===== src/rtl/imem_boot_loader.sv =====
// imem_boot_loader
//
// Receives a program image as a byte stream and writes it into instruction
// memory as big-endian 32-bit words. The core is held in reset for the whole
// load and is released only after the XOR checksum of the payload matches.
//
// Image: CNT_HI, CNT_LO (word count N), N*4 payload bytes MSB first, then one
// checksum byte (XOR of the payload bytes only).
//
// Ports:
//   clock       system clock, rising edge
//   reset       asynchronous active-low reset
//   rx_data     stream byte
//   rx_valid    rx_data is valid
//   rx_ready    loader can accept a byte
//   imem_we     one-cycle instruction memory write strobe (registered)
//   imem_addr   word address of the write (registered)
//   imem_wdata  instruction word to write (registered)
//   cpu_reset   active-low core reset; high only once the image is verified
//   done        image loaded and verified
//   error       image rejected (oversize count or checksum mismatch)
module imem_boot_loader #(
    parameter int ADDR_WIDTH = 8
) (
    input  logic                  clock,
    input  logic                  reset,
    input  logic [7:0]            rx_data,
    input  logic                  rx_valid,
    output logic                  rx_ready,
    output logic                  imem_we,
    output logic [ADDR_WIDTH-1:0] imem_addr,
    output logic [31:0]           imem_wdata,
    output logic                  cpu_reset,
    output logic                  done,
    output logic                  error
);

    typedef enum logic [2:0] {
        S_CNT_HI,
        S_CNT_LO,
        S_DATA,
        S_CHECK,
        S_RUN,
        S_ERROR
    } state_t;

    // Memory capacity in words; a count above this is rejected.
    localparam logic [31:0] MAX_WORDS = 32'd1 << ADDR_WIDTH;

    state_t                state_q, state_d;
    logic [15:0]           cnt_q, cnt_d;      // word count, then remaining words
    logic [1:0]            bcnt_q, bcnt_d;    // byte position within the word
    logic [23:0]           asm_q, asm_d;      // first three bytes of the word
    logic [7:0]            csum_q, csum_d;
    logic                  we_q, we_d;
    logic [ADDR_WIDTH-1:0] addr_q, addr_d;
    logic [31:0]           wdata_q, wdata_d;

    logic                  accept;
    logic [31:0]           count_full;

    assign accept     = rx_valid && rx_ready;
    assign count_full = {16'd0, cnt_q[15:8], rx_data};

    always_ff @(posedge clock or negedge reset) begin
        if (!reset) begin
            state_q <= S_CNT_HI;
            cnt_q   <= '0;
            bcnt_q  <= '0;
            asm_q   <= '0;
            csum_q  <= '0;
            we_q    <= 1'b0;
            addr_q  <= '0;
            wdata_q <= '0;
        end else begin
            state_q <= state_d;
            cnt_q   <= cnt_d;
            bcnt_q  <= bcnt_d;
            asm_q   <= asm_d;
            csum_q  <= csum_d;
            we_q    <= we_d;
            addr_q  <= addr_d;
            wdata_q <= wdata_d;
        end
    end

    always_comb begin
        state_d = state_q;
        cnt_d   = cnt_q;
        bcnt_d  = bcnt_q;
        asm_d   = asm_q;
        csum_d  = csum_q;
        we_d    = 1'b0;
        wdata_d = wdata_q;
        // The address holds through the write cycle and advances on the
        // edge that ends it.
        addr_d  = we_q ? addr_q + 1'b1 : addr_q;

        unique case (state_q)
            S_CNT_HI: begin
                if (accept) begin
                    cnt_d   = {rx_data, 8'h00};
                    state_d = S_CNT_LO;
                end
            end
            S_CNT_LO: begin
                if (accept) begin
                    cnt_d = {cnt_q[15:8], rx_data};
                    if (count_full > MAX_WORDS) begin
                        state_d = S_ERROR;
                    end else if (count_full == 32'd0) begin
                        state_d = S_CHECK;
                    end else begin
                        state_d = S_DATA;
                    end
                end
            end
            S_DATA: begin
                if (accept) begin
                    asm_d  = {asm_q[15:0], rx_data};
                    csum_d = csum_q ^ rx_data;
                    bcnt_d = bcnt_q + 2'd1;
                    if (bcnt_q == 2'd3) begin
                        we_d    = 1'b1;
                        wdata_d = {asm_q, rx_data};
                        cnt_d   = cnt_q - 16'd1;
                        if (cnt_q == 16'd1) begin
                            state_d = S_CHECK;
                        end
                    end
                end
            end
            S_CHECK: begin
                if (accept) begin
                    state_d = (rx_data == csum_q) ? S_RUN : S_ERROR;
                end
            end
            default: begin
                // RUN and ERROR are terminal until reset.
            end
        endcase
    end

    assign rx_ready   = (state_q == S_CNT_HI) || (state_q == S_CNT_LO) ||
                        (state_q == S_DATA)   || (state_q == S_CHECK);
    assign done       = (state_q == S_RUN);
    assign cpu_reset  = (state_q == S_RUN);
    assign error      = (state_q == S_ERROR);
    assign imem_we    = we_q;
    assign imem_addr  = addr_q;
    assign imem_wdata = wdata_q;

endmodule


===== config.mk =====
export PLATFORM = sky130hd
export DESIGN_NAME = imem_boot_loader
export DESIGN_NICKNAME = d
export VERILOG_FILES = /design/src/rtl/imem_boot_loader.sv
export SDC_FILE = /design/constraint.sdc
export NUM_CORES = 1
export LEC_CHECK = 0
export CORE_ASPECT_RATIO = 1.2
export CORE_MARGIN = 3
export CORE_UTILIZATION = 30
export CTS_BUF_LIST = sky130_fd_sc_hd__clkbuf_4
export DETAILED_ROUTE_END_ITERATION = 8
export SETUP_SLACK_MARGIN = 0.05
export SLEW_MARGIN = 20
export SYNTH_ARGS = -nofsm -noshare
export SYNTH_HDL_FRONTEND = slang
export SYNTH_SLANG_ARGS = --single-unit

===== constraint.sdc =====
create_clock -name clock -period 2.5 [get_ports clock]
set_input_delay 0.375 -clock clock [delete_from_list [all_inputs] [get_ports clock]]
set_output_delay 0.375 -clock clock [all_outputs]
set_load 0.01 [all_outputs]

==> qor.txt <==
Die Ht = 134 um
sequential power share = 51.8%
critical path, cell by cell = inv_2 > nor3_1 > clkdlybuf4s50_1
Detailed Place HPWL = 6.32 mm
largest net degree at the start of global routing = 49
RR Endpoint = state_q[0]
Post-synth EDFFs = 0
Worst setup SP type = flip-flop
H-tree levels = 3
CP max FO = 10
Post-CTS Setup Inserts = 0
Hold Vio Cnt, Final = 0
Int Pwr = 2490 uW
Worst-path clk slew = 150 ps
Filler cells = 1326
Mapped Nets = 397
clock tree buffer depth = 2
core area = 13300 sq um
Arrival @ worst endpoint = 1860 ps
clock skew = 13.9 ps
Post-Syn Instances = 382
CTS sink count = 94
leak pwr = 0.00240 uW
drt drc = 0
Cell Pwr Density = 731 nW/um^2
register area share after synthesis = 57.2%
delay of the slowest critical-path stage = 570 ps
switching share of power = 32.8%
TritonCTS clock tree = yes
Slew headroom = 52.7%
Via density = 4.91
fin. max-slew vios = 0
outcome = complete, no violations
Post-CTS Resized = 0
CP Class = reg -> out
top post-synthesis cells by area = dfrtp_1 (57%), nand2_1 (7.7%), mux2_1 (4.7%)
synth unique cells = 42
r2r setup slk = 500 ps
drt first-iter violations = 207
Final Power = 3700 uW
P&R area growth vs syn = 23.1%
first-pass GRT wire length = 15.6 mm
DP Area = 4890 sq um
# IOs = 56
proportion of layout cells with a drive suffix above 1 = 11.4%
Yosys top cell by area = dfrtp_1
final setup vio count = 0
maximum vdd drop = 250 uV
Hold Buf Count CTS = 1
worst slew pin tran = 702 ps
DIE WIDTH = 113 um
Root Driver = clkbuf_4
Clk network pwr share = 25.2%
unrepaired setup endpoints after global routing = false
initial antenna violation count = 0
antenna viol nets, final = 0
crit path time final = 2230 ps
die area = 15200 sq um
drt wl/cell = 15.0 um
ys async rst share = 100%
R2R Path Start = cnt_q[6]
total congestion overflow = 0
fmax = 448 MHz
gr usage total = 12.8%
Pre-antenna DRT Iters = 4
gp weighted congestion = 0.939
CTS buffer count = 9
Synth top area share = 57.2%
Worst EP required = 2120 ps
Critical Path End Type = primary output
Detailed Route WL = 9.24 mm
final instance area = 5070 sq um
Logic pwr share = 23.0%
Syn Area/Cell = 10.8 sq um
Skew-Pair Late Insertion Delay = 440 ps
Hold WS = 465 ps
R2R cell count = 5
Yosys Warn Count = 0
Cell Area, Synth = 4120 sq um
Total Neg Setup Slack = 0 ps
max cap viols = 0
period utilisation layout = 89.2%
HP Class = in -> async
synthesized flop and latch total = 94
row cnt = 46
layout net count = 456
ys flop type = dfrtp_1
sw power = 1210 uW
Initial Util = 31.0%
CP max-delay cell = clkdlybuf4s50_1
Via Count = 3020
PortBufs = 55
number of global-route vias before repair = 3015
## metal layers
| metal | track usage, % | routed length (um) |
|---|---|---|
| met3 | 2.21 | 527 |
| met5 | 0 | 0 |
| met2 | 20.0 | 4280 |
| met1 | 17.5 | 4260 |
| met4 | 5.74 | 173 |
## worst max-delay path, delay by kind of cell, from the launching register on
kind,cells,cell delay [ps]
buffers and inverters,2,710
flip-flops,1,480
AND/OR/NAND/NOR,1,230
## final cells by class
type / instances / area [sq um] / share of cell area [%]
inverters: 6 / 22.5 / 0.445
clock inverters: 6 / 85.1 / 1.68
multi-input cells: 266 / 1680 / 33.1
flip-flops and latches: 94 / 2350 / 46.4
diodes: 1 / 2.50 / 0.0494
clock buffers: 10 / 75.1 / 1.48
well taps: 168 / 210 / 4.15
repair buffers: 64 / 643 / 12.7
## power by group through the flow
stage | clock network (uW) | registers [uW] | logic, uW
2_1_floorplan | 0 | 1880 | 609
4_1_cts | 962 | 1920 | 852
5_1_grt | 1030 | 1950 | 952
3_3_place_gp | 0 | 1940 | 832
3_5_place_dp | 0 | 1950 | 844
6_report | 931 | 1920 | 852
## per-stage QoR
| stage | instances | setup WS, ps | utilization (%) |
|---|---|---|---|
| after floorplan | 382 | 670 | - |
| after global placement | 597 | 435 | 36.8 |
| after detailed placement | 597 | 404 | 36.8 |
| after CTS | 614 | 209 | 38.1 |
| after global routing | 614 | 126 | 38.1 |
| final | 615 | 269 | 38.1 |
## cells in the mapped netlist (2+ instances only)
cell	n
nand3_1	3
nor3_1	8
a21oi_1	15
nand4_1	4
nor2_1	17
o21ai_1	6
o21ai_0	22
a211oi_1	2
or4_4	2
or4_1	2
xnor2_1	17
nand2_1	84
or3_1	2
mux2_1	17
nor3_2	3
inv_2	2
ha_1	4
nor2b_1	2
dfrtp_1	94
a22oi_1	8
mux2_2	16
buf_2	5
and3_1	2
nor4_1	7
clkbuf_1	10
xor2_1	9
inv_1	4
## logic make-up (layout without fill, tap and decap cells)
logic type	after synthesis	count (layout)	share of synthesized area (%)
simple gates	140	140	15.6
xor+xnor	26	26	5.53
mux	34	34	9.27
compound gates	62	62	8.97
buf+inv	22	86	2.25
other cells	0	1	0
fa+ha+maj	4	4	1.22
flops	94	94	57.2
## sequential cells by signal, indices dropped and copies added (netlist names)
name	flops
imem_addr	8
asm_q	24
state_q	3
imem_wdata	32
bcnt_q	2
imem_we	1
csum_q	8
cnt_q	16
## how the worst max path moves through the flow
stage	startpoint	to	slack (ps)	depth (start not counted)
2_1_floorplan	cnt_q[8]	cnt_q[14]	670	5
3_3_place_gp	rx_valid	cnt_q[14]	440	5
3_5_place_dp	rx_valid	cnt_q[14]	400	5
4_1_cts	state_q[2]	done	210	3
5_1_grt	state_q[2]	cpu_reset	130	3
6_report	state_q[0]	error	270	3
## layout by cell type (no fill, tap or decap), types with 4 or more instances in the layout
master and instances:
xor2_1 9, nor2_1 17, inv_1 4, clkbuf_4 10
ha_1 4, a21oi_1 15, dfrtp_1 94, buf_4 7
a22oi_1 8, mux2_2 16, mux2_1 17, nor3_1 8
nand2_1 84, clkdlybuf4s50_1 54, o21ai_1 6, nor4_1 7
o21ai_0 22, nand4_1 4, xnor2_1 17
Note: power is estimated with default switching activity, not from simulation.
